$ cat config.mk
export PLATFORM = sky130hd
export DESIGN_NAME = input_scan_channel
export DESIGN_NICKNAME = d
export VERILOG_FILES = /design/src/rtl/input_scan_channel_pkg.sv /design/src/rtl/input_scan_channel_debounce.sv /design/src/rtl/input_scan_channel.sv
export SDC_FILE = /design/constraint.sdc
export NUM_CORES = 1
export LEC_CHECK = 0
export ABC_AREA = 0
export BUFFER_PORTS_ARGS = -buffer_cell sky130_fd_sc_hd__buf_2
export CORE_MARGIN = 1
export CORE_UTILIZATION = 60
export CTS_BUF_LIST = sky130_fd_sc_hd__clkbuf_4 sky130_fd_sc_hd__clkbuf_8
export DETAILED_ROUTE_END_ITERATION = 16
export GPL_ROUTABILITY_DRIVEN = 0
export GPL_TIMING_DRIVEN = 1
export PLACE_DENSITY = 0.8
export SLEW_MARGIN = 20
export SYNTH_ARGS = -nofsm -noshare
export SYNTH_HDL_FRONTEND = slang
export SYNTH_SLANG_ARGS = --single-unit
export TNS_END_PERCENT = 10
$ cat constraint.sdc
create_clock -name CLK -period 2 [get_ports CLK]
set_input_delay 0.5 -clock CLK [delete_from_list [all_inputs] [get_ports CLK]]
set_output_delay 0.5 -clock CLK [all_outputs]
set_load 0.01 [all_outputs]
$ cat src/rtl/input_scan_channel_pkg.sv
// Shared definitions for the input scan path: scan FSM encoding and image
// memory half selection. Also usable by system control.
package input_scan_channel_pkg;

    typedef enum logic [1:0] {
        SCAN_IDLE  = 2'd0,
        SCAN_WRITE = 2'd1,
        SCAN_FIN   = 2'd2
    } scan_state_t;

    // The input half of the image memory is selected by address bit 4 = 0.
    localparam logic IMG_IN_HALF = 1'b0;

    // Builds a 5-bit image address in the input half from a bit index.
    function automatic logic [4:0] img_in_addr(input logic [3:0] idx);
        return {IMG_IN_HALF, idx};
    endfunction

endpackage

$ cat src/rtl/input_scan_channel_debounce.sv
// One physical input: two-flop synchroniser followed by a counter debounce.
// STABLE follows the synchronised input only after it has differed from
// STABLE for FILT+1 consecutive samples.
module input_debounce
    import input_scan_channel_pkg::*;
#(
    parameter int FILT_W = 4
) (
    input  logic              CLK,
    input  logic              CLR,
    input  logic              IN,
    input  logic [FILT_W-1:0] FILT,
    output logic              STABLE
);

    logic              r_sync1;
    logic              r_sync2;
    logic [FILT_W-1:0] r_cnt;
    logic              r_stable;

    // Bring the asynchronous input into the CLK domain.
    always_ff @(posedge CLK or negedge CLR) begin
        if (!CLR) begin
            r_sync1 <= 1'b0;
            r_sync2 <= 1'b0;
        end else begin
            r_sync1 <= IN;
            r_sync2 <= r_sync1;
        end
    end

    // Count consecutive differing samples; accept the new level at FILT.
    // The counter is cleared on acceptance, so it never exceeds FILT.
    always_ff @(posedge CLK or negedge CLR) begin
        if (!CLR) begin
            r_cnt    <= '0;
            r_stable <= 1'b0;
        end else if (r_sync2 == r_stable) begin
            r_cnt <= '0;
        end else if (r_cnt == FILT) begin
            r_stable <= r_sync2;
            r_cnt    <= '0;
        end else begin
            r_cnt <= r_cnt + 1'b1;
        end
    end

    assign STABLE = r_stable;

endmodule

$ cat src/rtl/input_scan_channel.sv
// Input scan channel: debounces N_IN physical inputs and, on SCAN, writes a
// frozen snapshot of them into the input half of the image memory one bit
// per clock, then pulses DONE.
module input_scan_channel
    import input_scan_channel_pkg::*;
#(
    parameter int N_IN   = 16,
    parameter int FILT_W = 4
) (
    input  logic              CLK,
    input  logic              CLR,
    input  logic [N_IN-1:0]   IN,
    input  logic [FILT_W-1:0] FILT,
    input  logic              SCAN,
    output logic [4:0]        A,
    output logic              DI,
    output logic              WE,
    output logic              BUSY,
    output logic              DONE,
    output logic [N_IN-1:0]   STABLE
);

    localparam int IDX_W = $clog2(N_IN);

    logic [N_IN-1:0]  w_stable;
    scan_state_t      r_state;
    logic [N_IN-1:0]  r_snap;
    logic [IDX_W-1:0] r_idx;
    logic [4:0]       r_a;
    logic             r_di;
    logic             r_we;
    logic             r_busy;
    logic             r_done;

    for (genvar g = 0; g < N_IN; g++) begin : g_in
        input_debounce #(
            .FILT_W (FILT_W)
        ) u_db (
            .CLK    (CLK),
            .CLR    (CLR),
            .IN     (IN[g]),
            .FILT   (FILT),
            .STABLE (w_stable[g])
        );
    end

    // Scan sequencer with registered memory-port outputs. The image data is
    // taken only from the snapshot so a scan is coherent even while STABLE
    // keeps moving; SCAN outside IDLE is dropped.
    always_ff @(posedge CLK or negedge CLR) begin
        if (!CLR) begin
            r_state <= SCAN_IDLE;
            r_snap  <= '0;
            r_idx   <= '0;
            r_a     <= '0;
            r_di    <= 1'b0;
            r_we    <= 1'b0;
            r_busy  <= 1'b0;
            r_done  <= 1'b0;
        end else begin
            case (r_state)
                SCAN_IDLE: begin
                    r_we   <= 1'b0;
                    r_busy <= 1'b0;
                    r_done <= 1'b0;
                    if (SCAN) begin
                        r_snap  <= w_stable;
                        r_idx   <= '0;
                        r_state <= SCAN_WRITE;
                    end
                end
                SCAN_WRITE: begin
                    r_we   <= 1'b1;
                    r_busy <= 1'b1;
                    r_done <= 1'b0;
                    r_a    <= img_in_addr(4'(r_idx));
                    r_di   <= r_snap[r_idx];
                    r_idx  <= r_idx + 1'b1;
                    if (r_idx == IDX_W'(N_IN - 1)) begin
                        r_state <= SCAN_FIN;
                    end
                end
                SCAN_FIN: begin
                    r_we    <= 1'b0;
                    r_busy  <= 1'b0;
                    r_done  <= 1'b1;
                    r_state <= SCAN_IDLE;
                end
                default: begin
                    r_we    <= 1'b0;
                    r_busy  <= 1'b0;
                    r_done  <= 1'b0;
                    r_state <= SCAN_IDLE;
                end
            endcase
        end
    end

    assign A      = r_a;
    assign DI     = r_di;
    assign WE     = r_we;
    assign BUSY   = r_busy;
    assign DONE   = r_done;
    assign STABLE = w_stable;

endmodule

# Yosys cells after proc, flatten, opt, wreduce, memory -nomap -nowiden
# Index checks and enable logic that the tools add are counted.
totals:
  regBits: 141
  in_bits: 23
  out_inout_bits: 25
  wordCells: 204
classes:
  addsub: 17
  n_lt_le_gt_ge: 1
  eq_ne: 37
  mux: 41
  bitwise_logic: 16
  n_reduce_logical: 21
op_table:
  columns: ["cell", "count"]
  rows:
  - ["$mux 4", 33]
  - ["$add 4x1->4 const B", 17]
  - ["$eq 4x4->1", 16]
  - ["$reduce_and 2->1", 19]
  - ["$eq 1x1->1", 16]
  - ["$not 1->1", 16]
  - ["$pmux 4 s2", 1]
  - ["$lt 4x5->1 const B", 1]
  - ["$bmux 1 s4", 1]
  - ["$eq 4x4->1 const B", 1]
  - ["$mux 2", 2]
  - ["$ne 2x2->1 const B", 2]
  - ["$pmux 2 s2", 1]
  - ["$mux 1", 3]
  - ["$eq 2x1->1 const B", 1]
  - ["$eq 2x2->1 const B", 1]
  - ["$logic_not 2->1", 1]
  - ["$reduce_bool 2->1", 1]

# Longest topological paths before layout
logic_depth:
  ltp_word: 3
  mapped_depth: 6
  depth_no_buf: 4

# Cells and area by module
# A second synthesis with hierarchy kept.
hier_totals:
  hier_cells: 485
  area_unflattened_um2: 6283.5
by_module_without_submodules:
  columns: ["mod", "n_inst", "cells_per_inst", "area_per_inst_um2", "seq_area_each_um2"]
  rows:
  - ["input_debounce", 16, 24, 312.8, 175.2]
  - ["input_scan_channel", 1, 101, 1278.7, 725.7]

# Worst setup path after synthesis
# No wires, ideal clock.
synth_path:
  path_type: "input to register"
  from: "in FILT[1]"
  to: "reg g_in[10].u_db.r_stable"
  setup_ps: 125
  t_arrival_ps: 1560
  required_time_ps: 1875
  setup_slack_ps: 315
  stages: 5
  n_path_buf: 2
  cell_sequence: "buf_6 -> buf_6 -> xor2_1 -> nor4_2 -> mux2_2"
synth_between:
  elab_chain_cells: 2
synth_rtl:
  columns: ["item", "line_no", "source"]
  rows:
  - ["from (decl)", "input_scan_channel.sv:13", "input logic [FILT_W-1:0] FILT,"]
  - ["$eq 4x4->1", "input_scan_channel_debounce.sv:40", "end else if (r_cnt == FILT) begin"]
  - ["$reduce_and 2->1 (no source line)", null, null]
  - ["to (signal assigned)", "input_scan_channel_debounce.sv:41", "r_stable <= r_sync2;"]
  - ["to (decl)", "input_scan_channel_debounce.sv:19", "logic r_stable;"]
# Every way passes these cells.
# A chain may end at the register's enable or synchronous reset.

# Worst setup path after layout
layout_path:
  from: "reg r_idx[1]"
  to: "reg r_di, in the netlist DI"
layout_between:
  elab_chain_cells: 2
layout_rtl:
  columns: ["item", "line_no", "source"]
  rows:
  - ["from (decl)", "input_scan_channel.sv:28", "logic [IDX_W-1:0] r_idx;"]
  - ["from (signal assigned)", "input_scan_channel.sv:78", "r_idx <= r_idx + 1'b1;"]
  - ["$bmux 1 s4", "input_scan_channel.sv:77", "r_di <= r_snap[r_idx];"]
  - ["$mux 1 (not written as such)", "input_scan_channel.sv:77", null]
  - ["to (signal assigned)", "input_scan_channel.sv:77", null]
  - ["to (decl)", "input_scan_channel.sv:30", "logic r_di;"]
# Every way passes these cells. The select of a mux whose other input is x is not followed.

==> results.json <==
{
  "grt_pass1_wl_um": 18200,
  "period_needed_ns": 1.726,
  "io_buffers": 46,
  "pin_count": 48,
  "die_height_um": 104.3,
  "power_density_nw_per_um2": 1399,
  "yosysSeqAreaShare_pct": 56.16,
  "finalPower_uw": 9749,
  "routedWlPerCell_um": 15.67,
  "placementRows": 36,
  "fin_skew_ns": 0.008546,
  "holdWs_ns": 0.01323,
  "cp.arrival_ns": 2.04,
  "final_cell_mix": "dfrtp_1, xor2_1, nor2_1",
  "routed_wl_um": 10870,
  "cts_hold_buffers": 0,
  "drtAntennaViolNets": 0,
  "grt_use_total_pct": 22.31,
  "synth_cells": 508,
  "cap_viol_max_count": 0,
  "layoutNonFillerInstCount": 694,
  "final_common_cell": "dfrtp_1",
  "ys_ff_latch": 141,
  "start_util_pct": 63.11,
  "async_reset_ff_share_pct": 100.0,
  "fin_util_pct": 69.98,
  "htreeDepth": 4,
  "dpl.hpwl_um": 7370,
  "vias": 3636,
  "cp_max_fo": 10,
  "worstSetupStartpointType": "flop",
  "cts_tree": "done",
  "end_kind": "flop",
  "p_leak_uw": 0.003389,
  "fmax_mhz": 579.5,
  "grt_pass1_vias": 3763,
  "vdd.ir_drop.worst_uv": 1058,
  "grt_max_degree": 57,
  "ys.flop_type": "dfrtp_1",
  "post_cts_buffers": 0,
  "synth_edf_count": 0,
  "worstSetupPathType": "flop to flop",
  "antenna_found_initial": 0,
  "worstPathRequired_ns": 2.31,
  "die-area_um2": 10880,
  "min_period_over_period_pct": 86.28,
  "clock_latency_ns": 0.44,
  "dpl-instance-area_um2": 6526,
  "synth.avg_cell_area_um2": 12.37,
  "netlist_area_um2": 6282,
  "clk_pin_slew_ns": 0.08,
  "ys_types": 31,
  "fin_area_um2": 6967,
  "tightest_slew_ns": 0.5868,
  "viasPerCell": 5.239,
  "status": "complete, no violations",
  "area_growth_pct": 10.89,
  "synth_nets": 548,
  "clockRootBuffer": "clkbuf_8",
  "cts_resized": 0,
  "cts.sinks": 141,
  "grt_overflow": 0,
  "layout-drive-gt1-share_pct": 23.53,
  "clock_tree.buffer_depth": 2,
  "rsz0062_at_grt": "no",
  "coreArea_um2": 9955,
  "cts_buffers": 17,
  "antennaDiodeCount": 0,
  "drt-pass1-iter-count": 4,
  "place_inst": 663,
  "hold_class": "input pin to async pin",
  "hold_viol": 0,
  "die_width_um": 104.3,
  "final_nets": 589,
  "drt_iter0_drc": 88,
  "drv_slew": 0,
  "synth_warnings": 0,
  "relSlewSlack_pct": 60.88,
  "fillers": 699,
  "setup_viol": 0,
  "post-route-drc-count": 0
}
==> per-layer routing <==
metal  share of wire (%)  GRT usage (%)  wire (µm)
met5                   0              0          0
met4                 1.5          8.469        158
met3                 3.7          6.892        400
met2                  52          37.75       5644
met1                  43          26.70       4669
==> cell usage after synthesis, types with 2 or more instances <==
master	instances	area (µm²)
xnor2_1	16	140.1
mux4_2	2	45.04
buf_4	21	157.7
nand3_1	20	100.1
nor4_1	5	31.28
buf_6	5	56.30
mux2_2	34	382.9
xor2_1	96	840.8
nor2_1	67	251.5
buf_2	3	15.01
mux2i_1	3	30.03
a21o_1	2	15.01
nor4_2	11	137.6
clkbuf_1	2	7.510
dfrtp_1	141	3528
inv_1	17	63.81
nand2_1	14	52.55
a22o_1	3	26.28
nand2b_1	18	112.6
ha_1	17	212.7
==> area by class of cell <==
class,instances,area (µm²),share of cell area [%]
well taps,133,166.4,2.389
flip-flops and latches,141,3528,50.65
inverters,18,67.56,0.9698
repair buffers,53,314.1,4.508
multi-input cells,318,2450,35.17
clock inverters,8,130.1,1.868
clock buffers,23,310.3,4.454
==> final timing paths <==
path / from / endpoint / slack (ns) / cells after the start
max: r_idx[1]$_DFFE_PN0P_ / DI$_DFFE_PN0P_ / 0.27 / 4
min: CLR / g_in[6].u_db.r_sync1$_DFF_PN0_ / 0.01 / 1
max in group asynchronous: CLR / r_idx[3]$_DFFE_PN0P_ / 1.39 / 2
min reg2reg: g_in[10].u_db.r_sync1$_DFF_PN0_ / g_in[10].u_db.r_sync2$_DFF_PN0_ / 0.35 / 0
max reg2reg: r_idx[1]$_DFFE_PN0P_ / DI$_DFFE_PN0P_ / 0.27 / 4
min in group CLK: IN[1] / g_in[1].u_db.r_sync1$_DFF_PN0_ / 0.15 / 1
==> logic make-up (layout without fill, tap and decap cells) <==
logic type               Yosys count  in the layout  share of synthesized area (%)
AO/OA/AOI/OAI                     10             10                          1.255
XOR/XNOR                         112            112                          15.61
adder cells (fa/ha/maj)           17             17                          3.386
buffers and inverters             49            102                          4.839
flip-flops                       141            141                          56.16
multiplexers                      39             39                          7.289
other                              1              1                        0.05969
AND/OR/NAND/NOR                  139            139                          11.39
==> sequential cells by signal, summed over array words and instances, names as in the netlist, 2 cells and up <==
signal	flops
r_snap	16
r_state	2
g_in.u_db.r_sync2	16
A	4
g_in.u_db.r_cnt	64
r_idx	4
g_in.u_db.r_sync1	16
g_in.u_db.STABLE	16
==> through the flow <==
step                      setup WS [ns]  setup TNS, ns
final                            0.2743              0
after global routing             0.2060              0
after CTS                        0.2784              0
after detailed placement       -0.03180       -0.04204
after global placement          0.03128              0
after floorplan                  0.3155              0
==> critical path: stages (launching register included) <==
cell	delay [ns]
dfrtp_1	0.67
mux4_2	0.59
a2bb2oi_1	0.14
nand4_1	0.10
nand3_1	0.09
==> power breakdown <==
group | internal, µW | switching (µW) | leakage (µW)
sequential | 3670 | 895 | 0.00178
clock | 1410 | 1040 | 0.000214
combinational | 1360 | 1380 | 0.00140
No activity file was read; power rests on OpenSTA's default activity.
